`src/rtl/draw_bus_pkg.sv`:
```
// Shared draw-bus definitions: word codes, pattern modes, default width.
// Used by the pattern generator and the bus receiver.
package draw_bus_pkg;

    localparam int COORD_W_DEF = 11;

    localparam logic [3:0] CODE_X      = 4'b0000;
    localparam logic [3:0] CODE_Y_MOVE = 4'b0010;
    localparam logic [3:0] CODE_Y_DRAW = 4'b0011;

    typedef enum logic [1:0] {
        MODE_SEG  = 2'd0,
        MODE_RECT = 2'd1,
        MODE_POLY = 2'd2,
        MODE_RSVD = 2'd3
    } mode_e;

    // The reserved encoding behaves as a segment sweep.
    function automatic mode_e norm_mode(input logic [1:0] m);
        return (m == 2'd3) ? MODE_SEG : mode_e'(m);
    endfunction

endpackage

```
`src/rtl/draw_word_tx.sv`:
```
// Draw-bus word transmitter: LRFD/LDAV handshake for one word at a time.
// DATA is loaded on leaving WAIT_RDY and held until the next word.
module draw_word_tx #(
    parameter int COORD_W   = 11,
    parameter int SETUP_CYC = 1
) (
    input  logic                 clk,
    input  logic                 rst,
    input  logic                 valid,
    input  logic [COORD_W+3:0]   word,
    output logic                 ack,
    output logic                 commit,
    input  logic                 LRFD,
    output logic                 LDAV,
    output logic [COORD_W+3:0]   DATA
);

    localparam int CW = (SETUP_CYC > 1) ? $clog2(SETUP_CYC) : 1;
    localparam logic [CW-1:0] SETUP_LAST =
        CW'((SETUP_CYC > 0) ? SETUP_CYC - 1 : 0);

    localparam logic [1:0] T_WAIT   = 2'd0;
    localparam logic [1:0] T_SETUP  = 2'd1;
    localparam logic [1:0] T_ASSERT = 2'd2;
    localparam logic [1:0] T_REL    = 2'd3;

    logic [1:0]    state;
    logic [CW-1:0] cnt;

    // Once LDAV is low the word is committed and must finish.
    assign ack    = (state == T_REL);
    assign commit = (state == T_ASSERT) || (state == T_REL);

    // Handshake sequencing; LDAV is released asynchronously by reset.
    always_ff @(posedge clk or posedge rst) begin
        if (rst) begin
            state <= T_WAIT;
            cnt   <= '0;
            LDAV  <= 1'b1;
            DATA  <= '0;
        end else begin
            case (state)
                T_WAIT: begin
                    if (valid && !LRFD) begin
                        DATA <= word;
                        cnt  <= '0;
                        if (SETUP_CYC == 0) begin
                            LDAV  <= 1'b0;
                            state <= T_ASSERT;
                        end else begin
                            state <= T_SETUP;
                        end
                    end
                end
                T_SETUP: begin
                    if (!valid) begin
                        state <= T_WAIT;
                    end else if (cnt == SETUP_LAST) begin
                        LDAV  <= 1'b0;
                        state <= T_ASSERT;
                    end else begin
                        cnt <= cnt + CW'(1);
                    end
                end
                T_ASSERT: begin
                    if (LRFD) begin
                        LDAV  <= 1'b1;
                        state <= T_REL;
                    end
                end
                default: begin
                    state <= T_WAIT;
                end
            endcase
        end
    end

endmodule

```
`src/rtl/draw_pattern_gen.sv`:
```
// Vector-pattern source for the draw bus: segment, rectangle, polyline.
// Sequences words and coordinates; draw_word_tx performs the handshake.
module draw_pattern_gen
    import draw_bus_pkg::*;
#(
    parameter int COORD_W   = COORD_W_DEF,
    parameter int CNT_W     = 32,
    parameter int SETUP_CYC = 1
) (
    input  logic                 clk,
    input  logic                 rst,
    input  logic                 start,
    input  logic                 abort,
    input  logic [1:0]           mode,
    input  logic                 continuous,
    input  logic [CNT_W-1:0]     count,
    input  logic [COORD_W-1:0]   x0,
    input  logic [COORD_W-1:0]   y0,
    input  logic [COORD_W-1:0]   x1,
    input  logic [COORD_W-1:0]   y1,
    input  logic [COORD_W-1:0]   dx0,
    input  logic [COORD_W-1:0]   dy0,
    input  logic [COORD_W-1:0]   dx1,
    input  logic [COORD_W-1:0]   dy1,
    input  logic                 LRFD,
    output logic                 LDAV,
    output logic [COORD_W+3:0]   DATA,
    output logic                 busy,
    output logic                 done,
    output logic [CNT_W-1:0]     pkt_cnt
);

    localparam logic [2:0] S_IDLE = 3'd0;
    localparam logic [2:0] S_LOAD = 3'd1;
    localparam logic [2:0] S_SEND = 3'd2;
    localparam logic [2:0] S_STEP = 3'd3;
    localparam logic [2:0] S_DONE = 3'd4;

    logic [2:0]         state;
    mode_e              mode_r;
    logic               cont_r;
    logic [CNT_W-1:0]   count_r;
    logic [COORD_W-1:0] ix0, iy0, ix1, iy1;
    logic [COORD_W-1:0] cx0, cy0, cx1, cy1;
    logic [COORD_W-1:0] sx0, sy0, sx1, sy1;
    logic [3:0]         widx;
    logic               abort_seen;

    logic [3:0]         code;
    logic [COORD_W-1:0] coord;
    logic [3:0]         last_idx;
    logic               stop;
    logic               wrap;
    logic [CNT_W-1:0]   nxt_cnt;
    logic               tx_valid;
    logic               tx_ack;
    logic               tx_commit;

    assign busy     = (state == S_LOAD) || (state == S_SEND) ||
                      (state == S_STEP);
    assign done     = (state == S_DONE);
    assign stop     = abort || abort_seen;
    assign tx_valid = (state == S_SEND) && !stop;
    assign last_idx = (mode_r == MODE_RECT) ? 4'd9 : 4'd3;
    assign nxt_cnt  = pkt_cnt + CNT_W'(1);
    assign wrap     = (nxt_cnt == count_r);

    // Word table: rectangle walks its corners, others share the segment
    // layout (polyline starts at index 2 after its first packet).
    always_comb begin
        code  = CODE_X;
        coord = cx0;
        if (mode_r == MODE_RECT) begin
            case (widx)
                4'd0: coord = cx0;
                4'd1: begin code = CODE_Y_MOVE; coord = cy0; end
                4'd2: coord = cx1;
                4'd3: begin code = CODE_Y_DRAW; coord = cy0; end
                4'd4: coord = cx1;
                4'd5: begin code = CODE_Y_DRAW; coord = cy1; end
                4'd6: coord = cx0;
                4'd7: begin code = CODE_Y_DRAW; coord = cy1; end
                4'd8: coord = cx0;
                default: begin code = CODE_Y_DRAW; coord = cy0; end
            endcase
        end else begin
            case (widx)
                4'd0: coord = cx0;
                4'd1: begin code = CODE_Y_MOVE; coord = cy0; end
                4'd2: coord = cx1;
                default: begin code = CODE_Y_DRAW; coord = cy1; end
            endcase
        end
    end

    // Run sequencer: config capture, word index, stepping and counting.
    always_ff @(posedge clk or posedge rst) begin
        if (rst) begin
            state      <= S_IDLE;
            mode_r     <= MODE_SEG;
            cont_r     <= 1'b0;
            count_r    <= '0;
            ix0 <= '0; iy0 <= '0; ix1 <= '0; iy1 <= '0;
            cx0 <= '0; cy0 <= '0; cx1 <= '0; cy1 <= '0;
            sx0 <= '0; sy0 <= '0; sx1 <= '0; sy1 <= '0;
            widx       <= '0;
            abort_seen <= 1'b0;
            pkt_cnt    <= '0;
        end else begin
            case (state)
                S_IDLE: begin
                    if (start) state <= S_LOAD;
                end
                S_LOAD: begin
                    mode_r     <= norm_mode(mode);
                    cont_r     <= continuous;
                    count_r    <= count;
                    ix0 <= x0; iy0 <= y0; ix1 <= x1; iy1 <= y1;
                    cx0 <= x0; cy0 <= y0; cx1 <= x1; cy1 <= y1;
                    sx0 <= dx0; sy0 <= dy0; sx1 <= dx1; sy1 <= dy1;
                    widx       <= '0;
                    abort_seen <= 1'b0;
                    pkt_cnt    <= '0;
                    if (abort || count == '0) state <= S_DONE;
                    else                      state <= S_SEND;
                end
                S_SEND: begin
                    if (pkt_cnt == count_r) pkt_cnt <= '0;
                    if (abort) abort_seen <= 1'b1;
                    if (stop && !tx_commit) begin
                        state <= S_DONE;
                    end else if (tx_ack) begin
                        if (stop)                  state <= S_DONE;
                        else if (widx == last_idx) state <= S_STEP;
                        else                       widx  <= widx + 4'd1;
                    end
                end
                S_STEP: begin
                    cx1 <= cx1 + sx1;
                    cy1 <= cy1 + sy1;
                    if (mode_r != MODE_POLY) begin
                        cx0 <= cx0 + sx0;
                        cy0 <= cy0 + sy0;
                    end
                    widx    <= (mode_r == MODE_POLY) ? 4'd2 : 4'd0;
                    pkt_cnt <= nxt_cnt;
                    if (wrap && cont_r) begin
                        cx0 <= ix0; cy0 <= iy0; cx1 <= ix1; cy1 <= iy1;
                        widx <= '0;
                    end
                    if (stop || (wrap && !cont_r)) state <= S_DONE;
                    else                           state <= S_SEND;
                end
                S_DONE: begin
                    state <= S_IDLE;
                end
                default: begin
                    state <= S_IDLE;
                end
            endcase
        end
    end

    draw_word_tx #(
        .COORD_W   (COORD_W),
        .SETUP_CYC (SETUP_CYC)
    ) u_tx (
        .clk    (clk),
        .rst    (rst),
        .valid  (tx_valid),
        .word   ({code, coord}),
        .ack    (tx_ack),
        .commit (tx_commit),
        .LRFD   (LRFD),
        .LDAV   (LDAV),
        .DATA   (DATA)
    );

endmodule

```
`config.mk`:
```
export PLATFORM = sky130hd
export DESIGN_NAME = draw_pattern_gen
export DESIGN_NICKNAME = d
export VERILOG_FILES = /design/src/rtl/draw_bus_pkg.sv /design/src/rtl/draw_word_tx.sv /design/src/rtl/draw_pattern_gen.sv
export SDC_FILE = /design/constraint.sdc
export NUM_CORES = 1
export LEC_CHECK = 0
export CAP_MARGIN = 20
export CORE_MARGIN = 10
export CORE_UTILIZATION = 45
export DETAILED_ROUTE_END_ITERATION = 10
export DONT_BUFFER_PORTS = 1
export PLACE_DENSITY = 0.61
export SETUP_SLACK_MARGIN = 0.5
export SYNTH_ARGS = -nofsm -noshare
export SYNTH_HDL_FRONTEND = slang
export SYNTH_SLANG_ARGS = --single-unit
```
`constraint.sdc`:
```
create_clock -name clk -period 8.3 [get_ports clk]
set_input_delay 0.415 -clock clk [delete_from_list [all_inputs] [get_ports clk]]
set_output_delay 0.415 -clock clk [all_outputs]
set_load 0.05 [all_outputs]
```
==> impl_metrics.tcl <==
set metrics [dict create \
    outcome "complete, no violations" \
    grt_pass1_wl_um 68600 \
    whs_ns 0.0193 \
    place.gp.congestion 0.923 \
    cts_buffers 27 \
    final.period_utilization_pct 61.9 \
    drv_cap 0 \
    drive_gt1_share_pct 5.32 \
    vias 12200 \
    grt_pass1_vias 11900 \
    period_needed_ns 5.14 \
    finalClockSkew_ns 0.0191 \
    nets 1854 \
    die_h_um 194 \
    drt_iter0_drc 1102 \
    h-tree-depth 1 \
    synth.largest_area_cell "dfrtp_1" \
    cp-end-kind "flop" \
    ioPinCount 178 \
    worstPathArrival_ns 5.58 \
    synth_cell_types 83 \
    ys_seq_area_share_pct 41.0 \
    dieWidth_um 194 \
    ys_warn_count 0 \
    post-dp-hpwl_um 30500 \
    fin_setup_tns_ns 0 \
    crit_fanout 46 \
    setup_viol 0 \
    utilization_pct 53.3 \
    avgSynthCellArea_um2 8.42 \
    grt_antenna_before_repair 1 \
    syn2layout_area_growth_pct 16.3 \
    drc 0 \
    grtUsageTotal_pct 22.0 \
    root_buffer "clkbuf_16" \
    clock_sinks 223 \
    wl_per_cell_um 20.6 \
    cts_buffer_depth 3 \
    cts_setup_buffers 0 \
    insertion_delay_ns 0.55 \
    p_leak_nw 7.10 \
    p_per_area_mw_per_mm2 412 \
    num_rows 63 \
    fmax_mhz 195 \
    cts_resized 0 \
    critPathLaunchType "flop" \
    cts_tree "built" \
    netlist_top_cells_area "dfrtp_1 (41%), nand2_1 (13%), ha_1 (4.5%)" \
    rsz0062_at_grt "no" \
    drt-pass1-iter-count 7 \
    core_area_mm2 0.0297 \
    slew_viol_final 0 \
    async_flop_share_pct 100 \
    ir_worst_vdd_v 0.000360 \
    tightest_slew_ns 1.08 \
    die_area_mm2 0.0376 \
    grt_max_degree 134 \
    grt-ovfl-total 0 \
    synth_edf_count 0 \
    synth_top_area_share_pct 40.8 \
    vias_per_cell 5.84 \
    hold_class "in2reg" \
    synth.most_common_cell "nand2_1" \
    total_power_mw 6.52 \
    initial_core_util_pct 45.8 \
    wl_um 42900 \
    port-buffer-count 0 \
    drtAntennaViolNets 0 \
    clk_pin_slew_worst_paths_ns 0.06 \
    slew-limit-headroom_pct 27.6 \
    critical_path_class "reg2reg" \
    synth.ff_latch_count 223 \
    synthesis.area_mm2 0.0136 \
    synth_common_cells "nand2_1 (464), dfrtp_1 (222), o21ai_0 (80)" \
    syn_inst 1616 \
    cp.required_ns 8.74 \
    hold_viol 0 \
    synth_ff_type "dfrtp_1" \
]
-- per-layer routing --
layer	GRT usage (%)	vias to the layer above	part of all wire, %
met1	30.3	5850	45
li1	-	5823	-
met3	5.24	81	7.7
met2	33.8	408	45
met5	0	-	0
met4	6.19	0	2.8
-- where the power goes --
| part | switching, mW | internal (mW) |
|---|---|---|
| Sequential | 0.564 | 1.55 |
| Combinational | 1.90 | 1.28 |
| Clock | 0.481 | 0.747 |
| Total | 2.95 | 3.58 |
-- sequential cells by signal, indices dropped and copies added, names as in the netlist, 3 cells and up --
name,cells
sx0,11
cx1,11
state,3
sx1,11
iy0,11
sy0,11
widx,4
cx0,11
iy1,11
cy1,11
sy1,11
pkt_cnt,32
ix0,11
cy0,11
ix1,11
u_tx.DATA,13
count_r,32
-- worst paths after layout --
check	start	end	slack, ns	depth (start not counted)
max	pkt_cnt[1]	cx0[9]	3.16	11
min	mode[0]	mode_r[0]	0.02	2
max reg2reg	pkt_cnt[1]	cx0[9]	3.16	11
min reg2reg	ix1[8]	ix1[8]	0.48	2
max in group asynchronous	rst	count_r[1]	5.88	4
min in group asynchronous	rst	sy1[4]	0.58	2
-- cells in the final DEF (no fill, tap or decap), types with 9 or more instances in the layout --
cell type,instances
dlygate4sd3_1,106
o21ai_1,21
a22oi_1,10
nor2_1,70
nor4_1,22
clkbuf_16,27
o21ai_0,79
and3_1,10
buf_4,16
a21oi_1,55
nand2_1,462
mux2i_1,44
dfrtp_1,222
a31oi_1,16
and4_1,11
nand3_1,28
xor2_1,31
a21o_1,11
a32oi_1,18
inv_1,44
o31ai_1,14
nor2b_1,11
o211ai_1,23
xnor2_1,46
nand4_1,27
a211oi_1,9
nor3_1,24
ha_1,49
nand2b_1,14
-- layout make-up --
type,instances,area [µm²]
Clock inverter,16,193
Timing Repair Buffer,125,1210
Inverter,45,176
Multi-Input combinational cell,1251,7450
Antenna cell,1,2.50
Clock buffer,33,728
Fill cell,2750,13900
Sequential cell,223,5580
Tap cell,390,488
-- what timing repair did --
action / 4_1_cts / 5_1_grt
endpoints found under the hold margin: 237 / 0
hold buffers: 106 / 0
setup endpoints to repair: 0 / 0
-- kinds of logic after synthesis --
group,synth area share [%]
other,0.0276
flip-flops,41.0
AO/OA/AOI/OAI,17.1
XOR/XNOR,4.96
buffers and inverters,4.50
adder cells (fa/ha/maj),5.09
AND/OR/NAND/NOR,23.9
multiplexers,3.32
-- critical path: stages, from the launching register on --
cell and delay, ns:
dfrtp_1 0.80, ha_1 0.38, nand4_1 0.21, nor3_1 0.43, buf_2 0.28, nand3_1 0.20
or4_1 0.58, a211o_1 0.38, nor3_4 0.16, buf_4 0.69, o211ai_2 0.57, o221ai_1 0.34
-- metrics by stage --
| stage | worst slack, ns | cell area [µm²] | instances |
|---|---|---|---|
| 2_1_floorplan | 1.78 | 13600 | 1617 |
| 3_3_place_gp | 2.88 | 13800 | 1925 |
| 3_5_place_dp | 2.61 | 13800 | 1925 |
| 4_1_cts | 2.61 | 15800 | 2080 |
| 5_1_grt | 2.81 | 15800 | 2084 |
| 6_report | 3.16 | 15800 | 2084 |
Power figures use the tool's default switching activity.
